<file path="src/rtl/cordic_pkg.sv">
// Shared definitions for the CORDIC feeder: FSM encoding, result flag bit
// positions and the quiet-NaN returned when a request times out.
package cordic_pkg;

  typedef enum logic [2:0] {
    ST_IDLE   = 3'd0,
    ST_LAUNCH = 3'd1,
    ST_WAIT   = 3'd2,
    ST_ACK    = 3'd3,
    ST_HOLD   = 3'd4
  } state_e;

  localparam int FLAG_OVF  = 0;
  localparam int FLAG_UNF  = 1;
  localparam int FLAG_ZERO = 2;
  localparam int FLAG_TMO  = 3;

  localparam logic [31:0] TIMEOUT_NAN = 32'h7FC0_0000;

endpackage

</file>
<file path="src/rtl/sync_fifo.sv">
// Single-clock FIFO with a registered occupancy count; DEPTH must be a power
// of two so the pointers wrap naturally.
module sync_fifo #(
  parameter int W     = 35,
  parameter int DEPTH = 4
) (
  input  logic         clk,
  input  logic         rst,
  input  logic         push_i,
  input  logic         pop_i,
  input  logic [W-1:0] wdata_i,
  output logic [W-1:0] rdata_o,
  output logic         full_o,
  output logic         empty_o
);
  localparam int AW = (DEPTH > 1) ? $clog2(DEPTH) : 1;

  logic [W-1:0]  mem_q [DEPTH];
  logic [AW-1:0] wptr_q, wptr_d, rptr_q, rptr_d;
  logic [AW:0]   count_q, count_d;
  logic          do_push, do_pop;

  assign full_o  = (count_q == (AW+1)'(DEPTH));
  assign empty_o = (count_q == '0);
  assign do_push = push_i && !full_o;
  assign do_pop  = pop_i && !empty_o;
  assign rdata_o = mem_q[rptr_q];

  always_comb begin
    wptr_d  = wptr_q;
    rptr_d  = rptr_q;
    count_d = count_q;
    if (do_push) wptr_d = wptr_q + AW'(1);
    if (do_pop)  rptr_d = rptr_q + AW'(1);
    case ({do_push, do_pop})
      2'b10:   count_d = count_q + (AW+1)'(1);
      2'b01:   count_d = count_q - (AW+1)'(1);
      default: count_d = count_q;
    endcase
  end

  always_ff @(posedge clk) begin
    if (rst) begin
      wptr_q  <= '0;
      rptr_q  <= '0;
      count_q <= '0;
    end else begin
      wptr_q  <= wptr_d;
      rptr_q  <= rptr_d;
      count_q <= count_d;
    end
  end

  // Storage is not reset; only entries between the pointers are ever read.
  always_ff @(posedge clk) begin
    if (do_push) mem_q[wptr_q] <= wdata_i;
  end

endmodule

</file>
<file path="src/rtl/cordic_feeder.sv">
// Queues angle requests and runs them one at a time through the CORDIC
// beg/ready/ack handshake. Define CORDIC_FEEDER_TIMEOUT_EN to bound WAIT.
module cordic_feeder
  import cordic_pkg::*;
#(
  parameter int W              = 32,
  parameter int DEPTH          = 4,
  parameter int TIMEOUT_CYCLES = 255
) (
  input  logic         clk,
  input  logic         rst,
  input  logic         in_valid,
  output logic         in_ready,
  input  logic [W-1:0] in_angle,
  input  logic         in_op,
  input  logic [1:0]   in_region,
  output logic         out_valid,
  input  logic         out_ready,
  output logic [W-1:0] out_data,
  output logic [3:0]   out_flags,
  output logic         cordic_beg,
  output logic         cordic_ack,
  output logic         cordic_op,
  output logic [W-1:0] cordic_data_in,
  output logic [1:0]   cordic_region,
  input  logic         cordic_ready,
  input  logic         cordic_busy,
  input  logic [W-1:0] cordic_data_out,
  input  logic         cordic_ovf,
  input  logic         cordic_unf,
  input  logic         cordic_zero
);
  localparam int FW = W + 3;

  state_e        state_q, state_d;
  logic          fifo_pop, fifo_full, fifo_empty;
  logic [FW-1:0] fifo_rdata;
  logic          op_q;
  logic [W-1:0]  angle_q;
  logic [1:0]    region_q;
  logic          out_valid_q, out_valid_d;
  logic [W-1:0]  out_data_q, out_data_d;
  logic [3:0]    out_flags_q, out_flags_d;
  logic          tmo_hit;

  sync_fifo #(.W(FW), .DEPTH(DEPTH)) u_fifo (
    .clk     (clk),
    .rst     (rst),
    .push_i  (in_valid),
    .pop_i   (fifo_pop),
    .wdata_i ({in_angle, in_op, in_region}),
    .rdata_o (fifo_rdata),
    .full_o  (fifo_full),
    .empty_o (fifo_empty)
  );

`ifdef CORDIC_FEEDER_TIMEOUT_EN
  localparam int CW = $clog2(TIMEOUT_CYCLES + 1);
  logic [CW-1:0] wait_cnt_q;

  always_ff @(posedge clk) begin
    if (rst || state_q != ST_WAIT) wait_cnt_q <= '0;
    else                           wait_cnt_q <= wait_cnt_q + CW'(1);
  end

  // Fires on the last allowed WAIT cycle if ready still has not arrived.
  assign tmo_hit = (wait_cnt_q == CW'(TIMEOUT_CYCLES - 1));
`else
  assign tmo_hit = 1'b0;

  // TIMEOUT_CYCLES only matters when the timeout is compiled in.
  if (TIMEOUT_CYCLES < 0) begin : g_tmo_unused
  end
`endif

  always_comb begin
    state_d     = state_q;
    fifo_pop    = 1'b0;
    out_valid_d = out_valid_q;
    out_data_d  = out_data_q;
    out_flags_d = out_flags_q;
    case (state_q)
      ST_IDLE: begin
        if (!fifo_empty && !out_valid_q && !cordic_busy) begin
          fifo_pop = 1'b1;
          state_d  = ST_LAUNCH;
        end
      end
      ST_LAUNCH: state_d = ST_WAIT;
      ST_WAIT: begin
        if (cordic_ready) begin
          out_data_d             = cordic_data_out;
          out_flags_d            = 4'b0000;
          out_flags_d[FLAG_ZERO] = cordic_zero;
          out_flags_d[FLAG_UNF]  = cordic_unf;
          out_flags_d[FLAG_OVF]  = cordic_ovf;
          out_valid_d            = 1'b1;
          state_d                = ST_ACK;
        end else if (tmo_hit) begin
          out_data_d            = W'(TIMEOUT_NAN);
          out_flags_d           = 4'b0000;
          out_flags_d[FLAG_TMO] = 1'b1;
          out_valid_d           = 1'b1;
          state_d               = ST_HOLD;
        end
      end
      ST_ACK: begin
        if (!cordic_ready) state_d = ST_HOLD;
      end
      ST_HOLD: begin
        if (out_valid_q && out_ready) begin
          out_valid_d = 1'b0;
          state_d     = ST_IDLE;
        end
      end
      default: state_d = ST_IDLE;
    endcase
  end

  always_ff @(posedge clk) begin
    if (rst) begin
      state_q     <= ST_IDLE;
      out_valid_q <= 1'b0;
      out_data_q  <= '0;
      out_flags_q <= '0;
      op_q        <= 1'b0;
      angle_q     <= '0;
      region_q    <= '0;
    end else begin
      state_q     <= state_d;
      out_valid_q <= out_valid_d;
      out_data_q  <= out_data_d;
      out_flags_q <= out_flags_d;
      if (fifo_pop) {angle_q, op_q, region_q} <= fifo_rdata;
    end
  end

  assign in_ready       = !fifo_full;
  assign out_valid      = out_valid_q;
  assign out_data       = out_data_q;
  assign out_flags      = out_flags_q;
  assign cordic_beg     = (state_q == ST_LAUNCH);
  assign cordic_ack     = (state_q == ST_ACK);
  assign cordic_op      = op_q;
  assign cordic_data_in = angle_q;
  assign cordic_region  = region_q;

endmodule
</file>
<file path="config.mk">
export PLATFORM = sky130hd
export DESIGN_NAME = cordic_feeder
export DESIGN_NICKNAME = d
export VERILOG_FILES = /design/src/rtl/cordic_pkg.sv /design/src/rtl/sync_fifo.sv /design/src/rtl/cordic_feeder.sv
export SDC_FILE = /design/constraint.sdc
export NUM_CORES = 1
export LEC_CHECK = 0
export BUFFER_PORTS_ARGS = -buffer_cell sky130_fd_sc_hd__buf_2
export CORE_UTILIZATION = 50
export DETAILED_ROUTE_END_ITERATION = 6
export PLACE_DENSITY = 0.71
export SLEW_MARGIN = 20
export SYNTH_ARGS = -nofsm -noshare
export SYNTH_HDL_FRONTEND = slang
export SYNTH_SLANG_ARGS = --single-unit
</file>
<file path="constraint.sdc">
create_clock -name clk -period 5.5 [get_ports clk]
set_clock_uncertainty 0.15 [all_clocks]
set_input_delay 0.825 -clock clk [delete_from_list [all_inputs] [get_ports clk]]
set_output_delay 0.825 -clock clk [all_outputs]
set_load 0.02 [all_outputs]
</file>
# Yosys cells after proc, flatten, opt, wreduce, memory -nomap -nowiden
# Memory sizes are Yosys's and may differ from the RTL's. A register that Yosys moved wholly into a read port is not among the register bits.
# Index checks and enable logic that the tools add are counted.
# classes
eq_ne,11
muxes,13
n_reduce_logical,16
addsub,4
# op_table
op,n
$pmux 3 s5,1
$mux 3,4
$ne 2x2->1 const B,4
$eq 3x2->1 const B,2
$eq 3x3->1 const B,2
$logic_not 3->1,2
$mux 1,6
$pmux 3 s2,1
$logic_and 1x1->1,5
$add 2x1->2 const B,2
$logic_not 1->1,4
$reduce_and 4->1,1
$reduce_bool 2->1,2
$add 3x1->3 const B,1
$eq 3x1->1 const B,1
$reduce_and 3->1,1
$sub 3x1->3 const B,1
$eq 2x1->1 const B,1
$eq 2x2->1 const B,1
$pmux 1 s2,1
$reduce_and 2->1,1
# totals
n_memories,1
ff_bits,46
elab_cells,52
inputBits,76
out_inout_bits,75
ram_bits,140
# mem_list
name,depth,width,rd,rd_ports_with_merged_regs,write_ports,line_no,source
u_fifo.mem_q,4,35,1,1,1,sync_fifo.sv:18,logic [W-1:0] mem_q [DEPTH];

# Longest topological paths before layout
# depth
ltp_word,9
ltp_mapped,9
depth_no_buf,8

# By module
# A second synthesis with hierarchy kept.
# unflattened
hier_cells,567
area_unflattened_um2,8599.5
# by_module_without_submodules
module,instances,area_each_um2,cells_per_inst
sync_fifo,1,5587.9,237
cordic_feeder,1,3011.6,330

# Least setup slack after synthesis
# Ideal clock, no wire load.
# synth_timing
path_type,input port to flip-flop
from,input cordic_busy
to,register u_fifo.count_q[2]
path_stages,8
setup_ps,70
required_ps,5280
arrival_time_ps,2769
path_slack_ps,2510
cell_sequence,or4_4 > nor3_1 > ha_1 > inv_1 > fa_1 > xor2_1 > or3_1 > a21oi_1
# synth_via
elab_chain_len,7
elab_cells_between_ends,9
# synth_rtl
element,line_no,source
"start, declared",cordic_feeder.sv:27,"input logic cordic_busy,"
$logic_not 1->1 *,cordic_feeder.sv:84,if (!fifo_empty && !out_valid_q && !cordic_busy) begin
$logic_and 1x1->1 *,cordic_feeder.sv:84,
$mux 1 *,cordic_feeder.sv:84,
$mux 1 *,cordic_feeder.sv:82,case (state_q)
$logic_and 1x1->1 *,sync_fifo.sv:26,assign do_pop = pop_i && !empty_o;
named net u_fifo.do_pop,sync_fifo.sv:21,"logic do_push, do_pop;"
$eq 2x1->1 or $eq 2x2->1 (tied branches),sync_fifo.sv:35,"case ({do_push, do_pop})"
$pmux 3 s2 or $reduce_bool 2->1 (tied branches),n/a,
"end signal, assigned",sync_fifo.sv:50,count_q <= count_d;
"end, declared",sync_fifo.sv:20,"logic [AW:0] count_q, count_d;"
# The timed path passes the listed nets; every way through them passes the cells marked *.
# A chain may end at the register's enable or synchronous reset.

# Final worst setup path
# layout_timing
from,register out_valid_q (netlist: out_valid)
to,register u_fifo.count_q[2]
# layout_via
elab_chain_len,8
elab_cells_between_ends,10
# layout_rtl
element,line_no,source
"start, declared",cordic_feeder.sv:41,"logic out_valid_q, out_valid_d;"
"start signal, assigned",cordic_feeder.sv:131,out_valid_q <= out_valid_d;
$logic_not 1->1 *,cordic_feeder.sv:84,
$logic_and 1x1->1 * (2 in a row),cordic_feeder.sv:84,
$mux 1 *,cordic_feeder.sv:84,
$mux 1 *,cordic_feeder.sv:82,
$logic_and 1x1->1 *,sync_fifo.sv:26,
named net u_fifo.do_pop,sync_fifo.sv:21,
$eq 2x1->1 or $eq 2x2->1 (tied branches),sync_fifo.sv:35,
$pmux 3 s2 or $reduce_bool 2->1 (tied branches),n/a,
# Marked as above.

==> flow_summary_export.csv <==
group,metric,value,unit
floorplanning,core_area,15400,um^2
global_route,grt_pass1_wl,23.9,mm
logic_synthesis,synth_edf_count,140,
final_layout,final_cell_mix,"buf_2 (149), edfxtp_1 (140), dfxtp_1 (79)",
critical_path,crit_type,"reg2reg",
flow_run,max_cap_viol_count,0,
global_route,first_global_vias,4633,
critical_path,cp-end-kind,"register",
placement,gp_congestion,0.735,
critical_path,start_kind,"register",
floorplanning,die_x,128,um
final_layout,antenna_cells,0,
timing,setup_tns,0,ps
critical_path,worstPathMaxFanout,5,
logic_synthesis,yosysSeqAreaShare,0.732,
critical_path,rr_endpoint,"u_fifo.count_q[2]",
logic_synthesis,synth_ff_type,"edfxtp_1",
cts,clock_path_buffers,3,
timing,hold_viol_final,0,
cts,post_cts_buffers,0,
min_path,min_path_cells,2,
cts,htree_levels,1,
final_layout,final_cells,865,
run_status,outcome,"completed",
detailed_routing,vias_per_cell,5.32,
min_path,worstHoldStart,"out_data[30]",
power_and_ir_drop,power_density,464,nW/um^2
floorplanning,pin_count,151,
critical_path,crit_required,5760,ps
detailed_routing,dr.pass1.iters,6,
cts,cts_tree,"done",
logic_synthesis,syn_inst,490,
final_layout,fin_nets,719,
power_and_ir_drop,leakagePower,3.58,nW
timing,tightestPinTransition,1030,ps
cts,cts_hold_buffers,0,
detailed_routing,num_vias,4605,
cts,clk_latency,500,ps
floorplanning,start_util,0.518,
timing,fin_crit,2750,ps
critical_path,reg2regPathDepth,8,
global_route,grt_overflow,0,
global_route,grt_max_degree,51,
logic_synthesis,synth_seq_cells,221,
placement,io_buffers,149,
final_layout,layout_commonest_cell,"buf_2",
critical_path,critPathArrivalTime,3000,ps
floorplanning,die-area,16400,um^2
detailed_routing,drt_wl_total,15.3,mm
placement,place_inst,823,
cts,ctsResizeCount,0,
cts,cts.sinks,221,
cts,clk_pin_slew,60,ps
final_layout,synthToLayoutAreaGrowth,20.6,%
logic_synthesis,syn-num-nets,572,
floorplanning,fp.dieH,128,um
floorplanning,num_rows,45,
placement,hpwlAfterDp,9.35,mm
global_route,antenna_found_initial,1,
final_layout,layout-drive-gt1-share,0.358,
logic_synthesis,yosys_warnings,0,
cts,cts_made_buffers,23,
cts,cts-root-buf,"clkbuf_16",
detailed_routing,drtIter0Drc,274,
timing,slew_headroom,0.313,
timing,rsz0062_at_grt,"no",
timing,slew_viol_final,0,
logic_synthesis,synth.distinct_cells,38,
logic_synthesis,synth.cell_area,7960,um^2
timing,max_freq,0.364,GHz
detailed_routing,drc_errors,0,
global_route,grtUsageTotal,0.190,
logic_synthesis,async_flop_share,0,
power_and_ir_drop,ir_worst_vdd,0.000267,V
detailed_routing,wl_per_cell,17.7,um
timing,fin_crit_sh,0.500,
timing,setup_viol,0,
critical_path,reg2reg_slack,2750,ps
min_path,hold_end,"out_data[30]",
logic_synthesis,syn_avg_cell_area,16.2,um^2
detailed_routing,drtAntennaViolNets,0,
min_path,hold_class,"reg2reg",
critical_path,r2r-start,"out_valid",
[synth_stat cells (all sizes together) (3+ instances only)]
| cell type | count | share of area |
|---|---|---|
| nor2b | 5 | 0.0039 |
| and3 | 4 | 0.0031 |
| nor3 | 3 | 0.0019 |
| dfxtp | 81 | 0.20 |
| ha | 5 | 0.0079 |
| nor2 | 8 | 0.0038 |
| a22o | 35 | 0.039 |
| nand2 | 72 | 0.034 |
| mux4 | 35 | 0.099 |
| inv | 6 | 0.0028 |
| buf | 14 | 0.011 |
| clkbuf | 17 | 0.0080 |
| edfxtp | 140 | 0.53 |
| a21oi | 39 | 0.025 |
[metrics by stage]
stage / hold WS [ps] / power [mW] / area, um^2 / utilization / worst slack (ps)
detailed placement: 293 / 3.03 / 8870 / 0.577 / 2270
floorplan: 326 / 2.75 / 7960 / - / 2510
global placement: 289 / 3.00 / 8870 / 0.577 / 2330
global route: 316 / 4.66 / 9600 / 0.624 / 2540
CTS: 301 / 4.51 / 9600 / 0.624 / 2730
finish: 301 / 4.45 / 9600 / 0.624 / 2750
[final cells by class]
| type | count | area [um^2] |
|---|---|---|
| clock inverters | 12 | 109 |
| inverters | 6 | 22.5 |
| clock buffers | 30 | 622 |
| flip-flops and latches | 221 | 5830 |
| repair buffers | 153 | 776 |
| fillers | 1157 | 5770 |
| well taps | 211 | 264 |
| multi-input cells | 232 | 1980 |
[report_power, final]
| part | leakage [nW] | total, mW | switching (mW) | internal, mW |
|---|---|---|---|---|
| Clock | 0.362 | 1.47 | 0.586 | 0.889 |
| Sequential | 1.94 | 2.11 | 0.139 | 1.97 |
| Combinational | 1.27 | 0.867 | 0.474 | 0.393 |
| Total | 3.58 | 4.45 | 1.20 | 3.25 |
[state kept, by name (all words and copies together), names as in the netlist]
signal / cells
cordic_data_in: 32
u_fifo.wptr_q: 2
cordic_region: 2
u_fifo.count_q: 3
u_fifo.mem_q: 140
out_data: 32
cordic_op: 1
out_valid: 1
u_fifo.rptr_q: 2
out_flags: 3
state_q: 3
[routing by layer]
layer	wire length (um)	track usage	part of all wire
met2	7930	0.327	0.52
met3	944	0.0417	0.062
met5	13	0	0.00085
met1	6140	0.242	0.40
met4	293	0.0561	0.019
[worst max-delay path, cell delays in order, from the launching register on]
cell     delay (ps)
dfxtp_1         350
or4_4           560
nor3_1          270
ha_1            240
inv_1            70
fa_1            430
xor2_1          150
or3_1           300
a21oi_1         140
[cells by family after synthesis]
| group | after synthesis | synth area share |
|---|---|---|
| AOI/OAI and AO/OA | 82 | 0.0706 |
| muxes | 37 | 0.102 |
| and+or+nand+nor | 104 | 0.0604 |
| xor gates and xnor gates | 2 | 0.00220 |
| adders and majority gates | 6 | 0.0104 |
| DFF | 221 | 0.732 |
| buffers and inverters | 37 | 0.0220 |
| other | 1 | 0.000471 |
[worst max-delay path by stage]
stage,start,endpoint,slack (ps),cells past startpoint
after global routing,out_valid,u_fifo.count_q[2],2540,8
after floorplan,cordic_busy,u_fifo.count_q[2],2510,8
after CTS,out_valid,u_fifo.count_q[2],2730,8
after detailed placement,cordic_busy,u_fifo.count_q[2],2270,9
final,out_valid,u_fifo.count_q[2],2750,8
after global placement,cordic_busy,u_fifo.count_q[2],2330,9
(Power assumes the default switching activity.)
